**config.mk**
```make
export PLATFORM = sky130hd
export DESIGN_NAME = dispatch_scheduler
export DESIGN_NICKNAME = d
export VERILOG_FILES = /design/src/rtl/viola_pkg.sv /design/src/rtl/dispatch_scheduler_op_classifier.sv /design/src/rtl/dispatch_scheduler.sv
export SDC_FILE = /design/constraint.sdc
export NUM_CORES = 1
export LEC_CHECK = 0
export CORE_MARGIN = 2
export CORE_UTILIZATION = 25
export DETAILED_ROUTE_END_ITERATION = 10
export HOLD_SLACK_MARGIN = 0.05
export SLEW_MARGIN = 15
export SYNTH_ARGS = -nofsm -noshare
export SYNTH_HDL_FRONTEND = slang
export SYNTH_SLANG_ARGS = --single-unit
```
**constraint.sdc**
```tcl
create_clock -name clk -period 2.2 [get_ports clk]
set_clock_uncertainty 0.05 [all_clocks]
set_input_delay 0.22 -clock clk [delete_from_list [all_inputs] [get_ports clk]]
set_output_delay 0.22 -clock clk [all_outputs]
set_load 0.05 [all_outputs]
```
**src/rtl/viola_pkg.sv**
```systemverilog
`default_nettype none
// ---------------------------------------------------------------------------
// | Package : viola_pkg                                                      |
// | Shared types and constants for the dispatch path: bubble op code,        |
// | op-class enum, FSM state enum, held-instruction record and the default   |
// | ROB tag width.                                                           |
// | Revision: 1.0 - initial release                                          |
// ---------------------------------------------------------------------------
package viola_pkg;

   localparam logic [4:0] NOP_OP        = 5'b11111;
   localparam int         DEF_ROB_TAG_W = 4;

   typedef enum logic [0:0] {
      CLS_ALU = 1'b0,
      CLS_MEM = 1'b1
   } op_cls_e;

   typedef enum logic [0:0] {
      ST_EMPTY = 1'b0,
      ST_HOLD  = 1'b1
   } disp_state_e;

   typedef struct packed {
      logic [4:0]  op;
      logic [4:0]  rs1;
      logic [4:0]  rs2;
      logic [4:0]  rd;
      logic [31:0] imm;
      logic        has_imm;
   } instr_t;

endpackage
`default_nettype wire

```
**src/rtl/dispatch_scheduler_op_classifier.sv**
```systemverilog
`default_nettype none
// ---------------------------------------------------------------------------
// | Module  : op_classifier                                                  |
// | Combinational op-code to class mapping. Ops inside the inclusive range   |
// | [MEM_OP_LO, MEM_OP_HI] are memory ops; everything else is ALU.           |
// | Ports   : op_i  - 5-bit op code                                          |
// |           cls_o - resulting class (CLS_ALU / CLS_MEM)                    |
// | Revision: 1.0 - initial release                                          |
// ---------------------------------------------------------------------------
module op_classifier
   import viola_pkg::*;
#(
   parameter logic [4:0] MEM_OP_LO = 5'd16,
   parameter logic [4:0] MEM_OP_HI = 5'd23
) (
   input  logic [4:0] op_i,
   output op_cls_e    cls_o
);

   always_comb begin
      cls_o = CLS_ALU;
      if ((op_i >= MEM_OP_LO) && (op_i <= MEM_OP_HI)) begin
         cls_o = CLS_MEM;
      end
   end

endmodule
`default_nettype wire

```
**src/rtl/dispatch_scheduler.sv**
```systemverilog
`default_nettype none
// ---------------------------------------------------------------------------
// | Module  : dispatch_scheduler                                             |
// | Pops one decoded instruction at a time from the IQ head into a single    |
// | hold register, then issues it to the ALU RS or LSB together with a ROB   |
// | allocation once the ROB and the target station both have room.          |
// | Blocked cycles are counted in a saturating counter.                      |
// | Ports   : clk, rst          - clock, synchronous active-high reset       |
// |           flush_i           - drop held instruction, block IQ pop        |
// |           iq_*_i / iq_pop_o - IQ head entry and accept strobe            |
// |           rob_*             - ROB full, next tag, allocation pulse       |
// |           alu_rs_full_i, lsb_full_i - station backpressure               |
// |           alu/lsb_issue_o, is_*_o  - registered issue pulses and bus     |
// |           stall_cycles_o    - saturating stall counter                   |
// | Revision: 1.0 - initial release                                          |
// ---------------------------------------------------------------------------
module dispatch_scheduler
   import viola_pkg::*;
#(
   parameter int         ROB_TAG_W   = DEF_ROB_TAG_W,
   parameter logic [4:0] MEM_OP_LO   = 5'd16,
   parameter logic [4:0] MEM_OP_HI   = 5'd23,
   parameter int         STALL_CNT_W = 16
) (
   input  logic                   clk,
   input  logic                   rst,
   input  logic                   flush_i,
   input  logic                   iq_valid_i,
   input  logic [4:0]             iq_op_i,
   input  logic [4:0]             iq_rs1_i,
   input  logic [4:0]             iq_rs2_i,
   input  logic [4:0]             iq_rd_i,
   input  logic [31:0]            iq_imm_i,
   input  logic                   iq_has_imm_i,
   output logic                   iq_pop_o,
   input  logic                   rob_full_i,
   input  logic [ROB_TAG_W-1:0]   rob_tail_tag_i,
   output logic                   rob_alloc_o,
   input  logic                   alu_rs_full_i,
   input  logic                   lsb_full_i,
   output logic                   alu_issue_o,
   output logic                   lsb_issue_o,
   output logic [4:0]             is_op_o,
   output logic [4:0]             is_rs1_o,
   output logic [4:0]             is_rs2_o,
   output logic [4:0]             is_rd_o,
   output logic [31:0]            is_imm_o,
   output logic                   is_has_imm_o,
   output logic [ROB_TAG_W-1:0]   is_tag_o,
   output logic [STALL_CNT_W-1:0] stall_cycles_o
);

   disp_state_e            state_q,     state_d;
   instr_t                 hold_q,      hold_d;
   instr_t                 is_q,        is_d;
   logic [ROB_TAG_W-1:0]   is_tag_q,    is_tag_d;
   logic                   alu_issue_q, alu_issue_d;
   logic                   lsb_issue_q, lsb_issue_d;
   logic                   rob_alloc_q, rob_alloc_d;
   logic [STALL_CNT_W-1:0] stall_q,     stall_d;

   op_cls_e w_cls;
   logic    w_target_full;
   logic    w_go;
   logic    w_stall;
   logic    w_capture;

   op_classifier #(
      .MEM_OP_LO (MEM_OP_LO),
      .MEM_OP_HI (MEM_OP_HI)
   ) u_op_classifier (
      .op_i  (hold_q.op),
      .cls_o (w_cls)
   );

   assign w_target_full = (w_cls == CLS_MEM) ? lsb_full_i : alu_rs_full_i;
   assign w_go          = (state_q == ST_HOLD) && !rob_full_i && !w_target_full && !flush_i;
   assign w_stall       = (state_q == ST_HOLD) && !w_go && !flush_i;
   // Popping while issuing keeps the hold register busy every cycle under a steady stream.
   assign iq_pop_o      = !flush_i && ((state_q == ST_EMPTY) || w_go);
   assign w_capture     = iq_valid_i && iq_pop_o;

   always_comb begin
      state_d     = state_q;
      hold_d      = hold_q;
      is_d        = is_q;
      is_d.op     = NOP_OP;
      is_tag_d    = is_tag_q;
      alu_issue_d = 1'b0;
      lsb_issue_d = 1'b0;
      rob_alloc_d = 1'b0;
      stall_d     = stall_q;

      if (w_go) begin
         rob_alloc_d = 1'b1;
         alu_issue_d = (w_cls == CLS_ALU);
         lsb_issue_d = (w_cls == CLS_MEM);
         is_d        = hold_q;
         is_tag_d    = rob_tail_tag_i;
         state_d     = ST_EMPTY;
      end

      if (w_stall && (stall_q != {STALL_CNT_W{1'b1}})) begin
         stall_d = stall_q + 1'b1;
      end

      // A popped bubble is simply not loaded, so the state falls out as EMPTY.
      if (w_capture && (iq_op_i != NOP_OP)) begin
         hold_d.op      = iq_op_i;
         hold_d.rs1     = iq_rs1_i;
         hold_d.rs2     = iq_rs2_i;
         hold_d.rd      = iq_rd_i;
         hold_d.imm     = iq_imm_i;
         hold_d.has_imm = iq_has_imm_i;
         state_d        = ST_HOLD;
      end

      if (flush_i) begin
         state_d = ST_EMPTY;
      end
   end

   always_ff @(posedge clk) begin
      if (rst) begin
         state_q     <= ST_EMPTY;
         hold_q      <= '0;
         is_q        <= '0;
         is_q.op     <= NOP_OP;
         is_tag_q    <= '0;
         alu_issue_q <= 1'b0;
         lsb_issue_q <= 1'b0;
         rob_alloc_q <= 1'b0;
         stall_q     <= '0;
      end else begin
         state_q     <= state_d;
         hold_q      <= hold_d;
         is_q        <= is_d;
         is_tag_q    <= is_tag_d;
         alu_issue_q <= alu_issue_d;
         lsb_issue_q <= lsb_issue_d;
         rob_alloc_q <= rob_alloc_d;
         stall_q     <= stall_d;
      end
   end

   assign alu_issue_o    = alu_issue_q;
   assign lsb_issue_o    = lsb_issue_q;
   assign rob_alloc_o    = rob_alloc_q;
   assign is_op_o        = is_q.op;
   assign is_rs1_o       = is_q.rs1;
   assign is_rs2_o       = is_q.rs2;
   assign is_rd_o        = is_q.rd;
   assign is_imm_o       = is_q.imm;
   assign is_has_imm_o   = is_q.has_imm;
   assign is_tag_o       = is_tag_q;
   assign stall_cycles_o = stall_q;

endmodule
`default_nettype wire

```
# Word level (Yosys, flattened, before mapping)
# Index checks and enable logic that the tools add are counted.
[word_totals] ff_bits=130 in_bits=64 out_inout_bits=77 wordCells=49
[classes] addsub=1 n_lt_le_gt_ge=2 eq_ne=2 mux=5 bitwise_logic=3 reduce_logical=18
[ops] operator="16-bit by 1-bit adder with 16-bit output, second input constant" n=1
[ops] operator="16-bit != test, second input constant" n=1
[ops] operator="1-bit logical AND" n=10
[ops] operator="5-bit >= comparator, second input constant" n=1
[ops] operator="5-bit less-or-equal comparator, second input constant" n=1
[ops] operator="1-bit 2-to-1 mux" n=5
[ops] operator="5-bit != test, second input constant" n=1
[ops] operator="1-bit logical NOT" n=4
[ops] operator="2-bit OR reduction" n=2
[ops] operator="1-bit NOT" n=3
[ops] operator="2-bit nonzero test" n=1
[ops] operator="1-bit logical OR" n=1

# Depth between registers and ports, before layout
[depth] ltp_word=12 mapped_depth=7 depth_no_buf=5

# Modules after synthesis
# Synthesis repeated with hierarchy kept, for this count alone.
[hier_totals] hier_cells=578 area_unflattened_um2=4759.6
[by_module_without_submodules] module="dispatch_scheduler" n_inst=1 cells_per_inst=577 area_each_um2=4745.8 seq_area_each_um2=2602.5
[by_module_without_submodules] module="op_classifier" n_inst=1 cells_per_inst=1 area_each_um2=13.8 seq_area_each_um2=0.0

# Worst setup path before layout
# No wires, ideal clock.
[synth_timing] kind="register -> register" start="register stall_q[6], in the netlist stall_cycles_o[6]" end="register stall_q[3], in the netlist stall_cycles_o[3]" setup_time_ns=0.101 arrival_ns=1.926 t_required_ns=2.049 setup_slack_ns=0.123 stages_incl_launch_ff=6 path_buffers=1 synth_period_minus_slack_ns=2.077 cell_sequence="dfxtp_1 -> nand4_1 -> nor4_1 -> buf_2 -> o311ai_0 -> o41ai_1"
[synth_via] elab_chain_len=2
[synth_rtl] item="start: declaration" line="dispatch_scheduler.sv:60" text="logic [STALL_CNT_W-1:0] stall_q, stall_d;"
[synth_rtl] item="start signal: assignment" line="dispatch_scheduler.sv:142" text="stall_q <= stall_d;"
[synth_rtl] item="16-bit != test" line="dispatch_scheduler.sv:103" text="if (w_stall && (stall_q != {STALL_CNT_W{1'b1}})) begin"
[synth_rtl] item="1-bit logical AND" line="dispatch_scheduler.sv:103"
# Every way passes these cells.
# A chain may end at the register's enable or synchronous reset.

# Worst setup path in the final report
[layout_timing] start="register hold_q[51] (netlist name)" end="output iq_pop_o"
[layout_via] elab_chain_len=9 word_cells_on_any_way=10 cone_classes="2 x order compare; 2 x mux; 6 x reduce/logical"
[layout_rtl] item="start: declaration" line="dispatch_scheduler.sv:54" text="instr_t hold_q, hold_d;"
[layout_rtl] item="start signal: assignment" line="dispatch_scheduler.sv:136" text="hold_q <= hold_d;"
[layout_rtl] item="5-bit >= comparator / 5-bit less-or-equal comparator (equally long branches)" line="dispatch_scheduler_op_classifier.sv:22" text="if ((op_i >= MEM_OP_LO) && (op_i <= MEM_OP_HI)) begin"
[layout_rtl] item="1-bit logical AND (*)" line="dispatch_scheduler_op_classifier.sv:22"
[layout_rtl] item="1-bit 2-to-1 mux (*)" line="dispatch_scheduler_op_classifier.sv:22"
[layout_rtl] item="1-bit 2-to-1 mux (*)" line="dispatch_scheduler.sv:76" text="assign w_target_full = (w_cls == CLS_MEM) ? lsb_full_i : alu_rs_full_i;"
[layout_rtl] item="1-bit logical NOT (*)" line="dispatch_scheduler.sv:77" text="assign w_go = (state_q == ST_HOLD) && !rob_full_i && !w_target_full && !flush_i;"
[layout_rtl] item="1-bit logical AND (*) (2 in series)" line="dispatch_scheduler.sv:77"
[layout_rtl] item="1-bit logical OR (*)" line="dispatch_scheduler.sv:80" text="assign iq_pop_o = !flush_i && ((state_q == ST_EMPTY) || w_go);"
[layout_rtl] item="1-bit logical AND (*)" line="dispatch_scheduler.sv:80"
[layout_rtl] item="end: declaration" line="dispatch_scheduler.sv:35" text="output logic iq_pop_o,"
# Mark *: on every way between the ends. The rest lies on a longest branch, timed or not.

==> impl_metrics.py <==
metrics = {
    "critical_path": {
        "cp.arrival_ns": 1.85,
        "critPathMaxFanout": 5,
        "critical_path_class": "reg2out",
        "reg2reg_from": "hold_q[51]$_SDFFE_PP0P_",
        "required_ns": 1.93,
        "cp-end-kind": "output port",
        "cp-startpoint": "hold_q[51]$_SDFFE_PP0P_",
        "start_kind": "flop",
    },
    "cts": {
        "clock_path_buffers": 2,
        "cts_setup_buffers": 0,
        "cts_sinks": 130,
        "h-tree-depth": 4,
        "clkTransAtPathRegs_ns": 0.06,
        "numCtsBuffers": 17,
        "tritoncts": "yes",
        "cts_hold_buf": 0,
        "insertion_delay_ns": 0.42,
        "cts.root.buffer_cell": "clkbuf_16",
    },
    "synth": {
        "synth_edf_count": 0,
        "seq_area_frac_synth_pct": 50.3,
        "synth_common_cells": "nand2_1, dfxtp_1, a21oi_1",
        "synth_cells": 598,
        "syn_nets": 663,
        "async_flop_share_pct": 0,
        "synthMostInstantiatedCell": "nand2_1",
        "yosysWarnings": 0,
        "ys_seq_elements": 130,
        "synth.distinct_cells": 44,
        "syn_area_mm2": 0.00518,
        "synth_top_area_share_pct": 50.3,
        "yosys.area.top_type": "dfxtp_1",
        "netlist_top_cells_area": "dfxtp_1, nand2_1, mux2i_1",
        "synth-main-ff-cell": "dfxtp_1",
        "synth_area_per_cell_um2": 8.66,
    },
    "timing": {
        "timing.final.ws_setup_ns": 0.0841,
        "setup_violations": 0,
        "period_share_pct": 96.2,
        "fin_hold_ws_ns": 0.131,
        "fin_crit_ns": 2.12,
        "worst_pin_slew_ns": 0.593,
        "hold_violations": 0,
        "slew_viol_final": 0,
        "max_freq_mhz": 473,
        "rsz0062_at_grt": "false",
        "relSlewSlack_pct": 60.3,
    },
    "floorplan": {
        "core_mm2": 0.0203,
        "design.die.area_mm2": 0.0219,
        "num_io_pins": 141,
        "die_w_um": 148,
        "fp.dieH_um": 148,
        "rows": 52,
        "start_util_pct": 25.5,
    },
    "route": {
        "wl_per_cell_um": 13.9,
        "wirelength_um": 14100,
        "first_pass_iters": 5,
        "drc": 0,
        "vias": 4509,
        "antenna_left": 0,
        "vias_per_cell": 4.44,
        "drt_iter0_markers": 194,
    },
    "power": {
        "peakVddDrop_uv": 491,
        "p_leak_nw": 2.61,
        "power.density_mw_per_mm2": 722,
        "p_total_mw": 5.37,
    },
    "min_path": {
        "min_from": "rst",
        "hold_path_class": "in2reg",
    },
    "grt": {
        "overflow": 0,
        "antenna_found_initial": 0,
        "grt_usage_pct": 13.3,
        "grt_pass1_wl_um": 22800,
        "grt_pass1_vias": 4371,
        "grt_max_degree": 111,
    },
    "final_layout": {
        "fin_nets": 797,
        "fin_util_pct": 36.6,
        "fin_area_mm2": 0.00744,
        "drive_gt1_share_pct": 9.13,
        "n_fill_cell": 2075,
        "area_growth_pct": 43.6,
        "antennaDiodeCount": 0,
    },
    "flow_run": {
        "drv_cap": 0,
    },
    "placed_design": {
        "gp_congestion": 0.797,
        "port_buffers": 140,
        "hpwl_um": 9120,
        "placedInstanceArea_mm2": 0.00689,
        "pre_cts_slack_ns": -0.124,
    },
    "status": {
        "status": "completed",
    },
}
## layout make-up
type	instances	area (um^2)	area share [%]
flip-flops and latches	130	2600	35.0
repair buffers	158	1600	21.6
inverters	5	20.0	0.269
multi-input cells	420	2340	31.5
well taps	270	338	4.54
clock inverters	13	90.1	1.21
clock buffers	19	443	5.96
## cell families (layout without fill, tap and decap cells)
logic type               after synthesis  count (layout)  share of synthesized area, %
buffers and inverters                 48             195                          5.29
AO/OA/AOI/OAI                         81              81                          9.54
adder cells (fa/ha/maj)                1               1                         0.242
flip-flops                           130             130                          50.3
multiplexers                          58              58                          11.4
AND/OR/NAND/NOR                      280             280                          23.3
## flip-flops by register name, summed over array words and instances (netlist names), 4 cells and up
name            flops
is_op_o             5
is_rs1_o            5
hold_q             53
is_imm_o           32
is_rd_o             5
is_tag_o            4
stall_cycles_o     16
is_rs2_o            5
## layer usage
| metal | wire length (um) | vias up | GRT usage [%] |
|---|---|---|---|
| met3 | 1000 | 11 | 5.03 |
| met2 | 6430 | 124 | 20.6 |
| li1 | - | 2276 | - |
| met5 | 0 | - | 0 |
| met1 | 6550 | 2098 | 16.9 |
| met4 | 165 | 0 | 4.67 |
## metrics by stage
step / cells / TNS [ns]
6_report: 1015 / 0
5_1_grt: 1015 / 0
3_3_place_gp: 983 / -3.91
2_1_floorplan: 598 / 0
3_5_place_dp: 983 / -4.96
4_1_cts: 1015 / 0
## cells in the final DEF, fill, tap and decap left out, types with 3 or more instances in the layout
cell type / count
nand2_1: 216
clkdlybuf4s50_1: 138
dfxtp_1: 130
a21oi_1: 57
mux2i_1: 52
clkbuf_16: 17
buf_4: 13
nor2b_1: 8
nor2_1: 7
clkinvlp_4: 7
nor4_1: 6
nand3_1: 6
nor3_1: 6
or3_1: 6
buf_12: 6
clkinv_2: 5
inv_1: 4
nand4_1: 4
mux2_2: 4
o41ai_1: 4
and2_1: 3
o31ai_1: 3
or4_1: 3
or2_2: 3
o311ai_0: 3
o21ai_0: 3
## critical path, stage by stage (launching register included)
cell and delay (ns):
dfxtp_1 0.36, or4b_4 0.56, o311a_2 0.19, nor2_2 0.16, buf_12 0.16
## final timing paths
| kind | slack, ns | cells after the start | end |
|---|---|---|---|
| hold / removal | 0.13 | 2 | stall_cycles_o[1]$_SDFFE_PP0P_ |
| setup reg to reg | 0.16 | 5 | hold_q[24]$_SDFFE_PP0P_ |
| hold reg to reg | 0.39 | 2 | is_rd_o[3]$_SDFFE_PP0P_ |
| setup / recovery | 0.08 | 4 | iq_pop_o |
## report_power, final
| group | total, mW | switching [mW] | leakage (nW) | internal (mW) |
|---|---|---|---|---|
| clock network | 2.53 | 1.07 | 0.243 | 1.46 |
| registers | 2.44 | 0.0292 | 1.05 | 2.41 |
| logic | 0.397 | 0.198 | 1.31 | 0.199 |
## repair_timing
action                                  4_1_cts  5_1_grt
gates resized for setup                       1        1
hold endpoints to repair                      0        0
endpoints found under the setup margin        1        1
(Power assumes the default switching activity.)
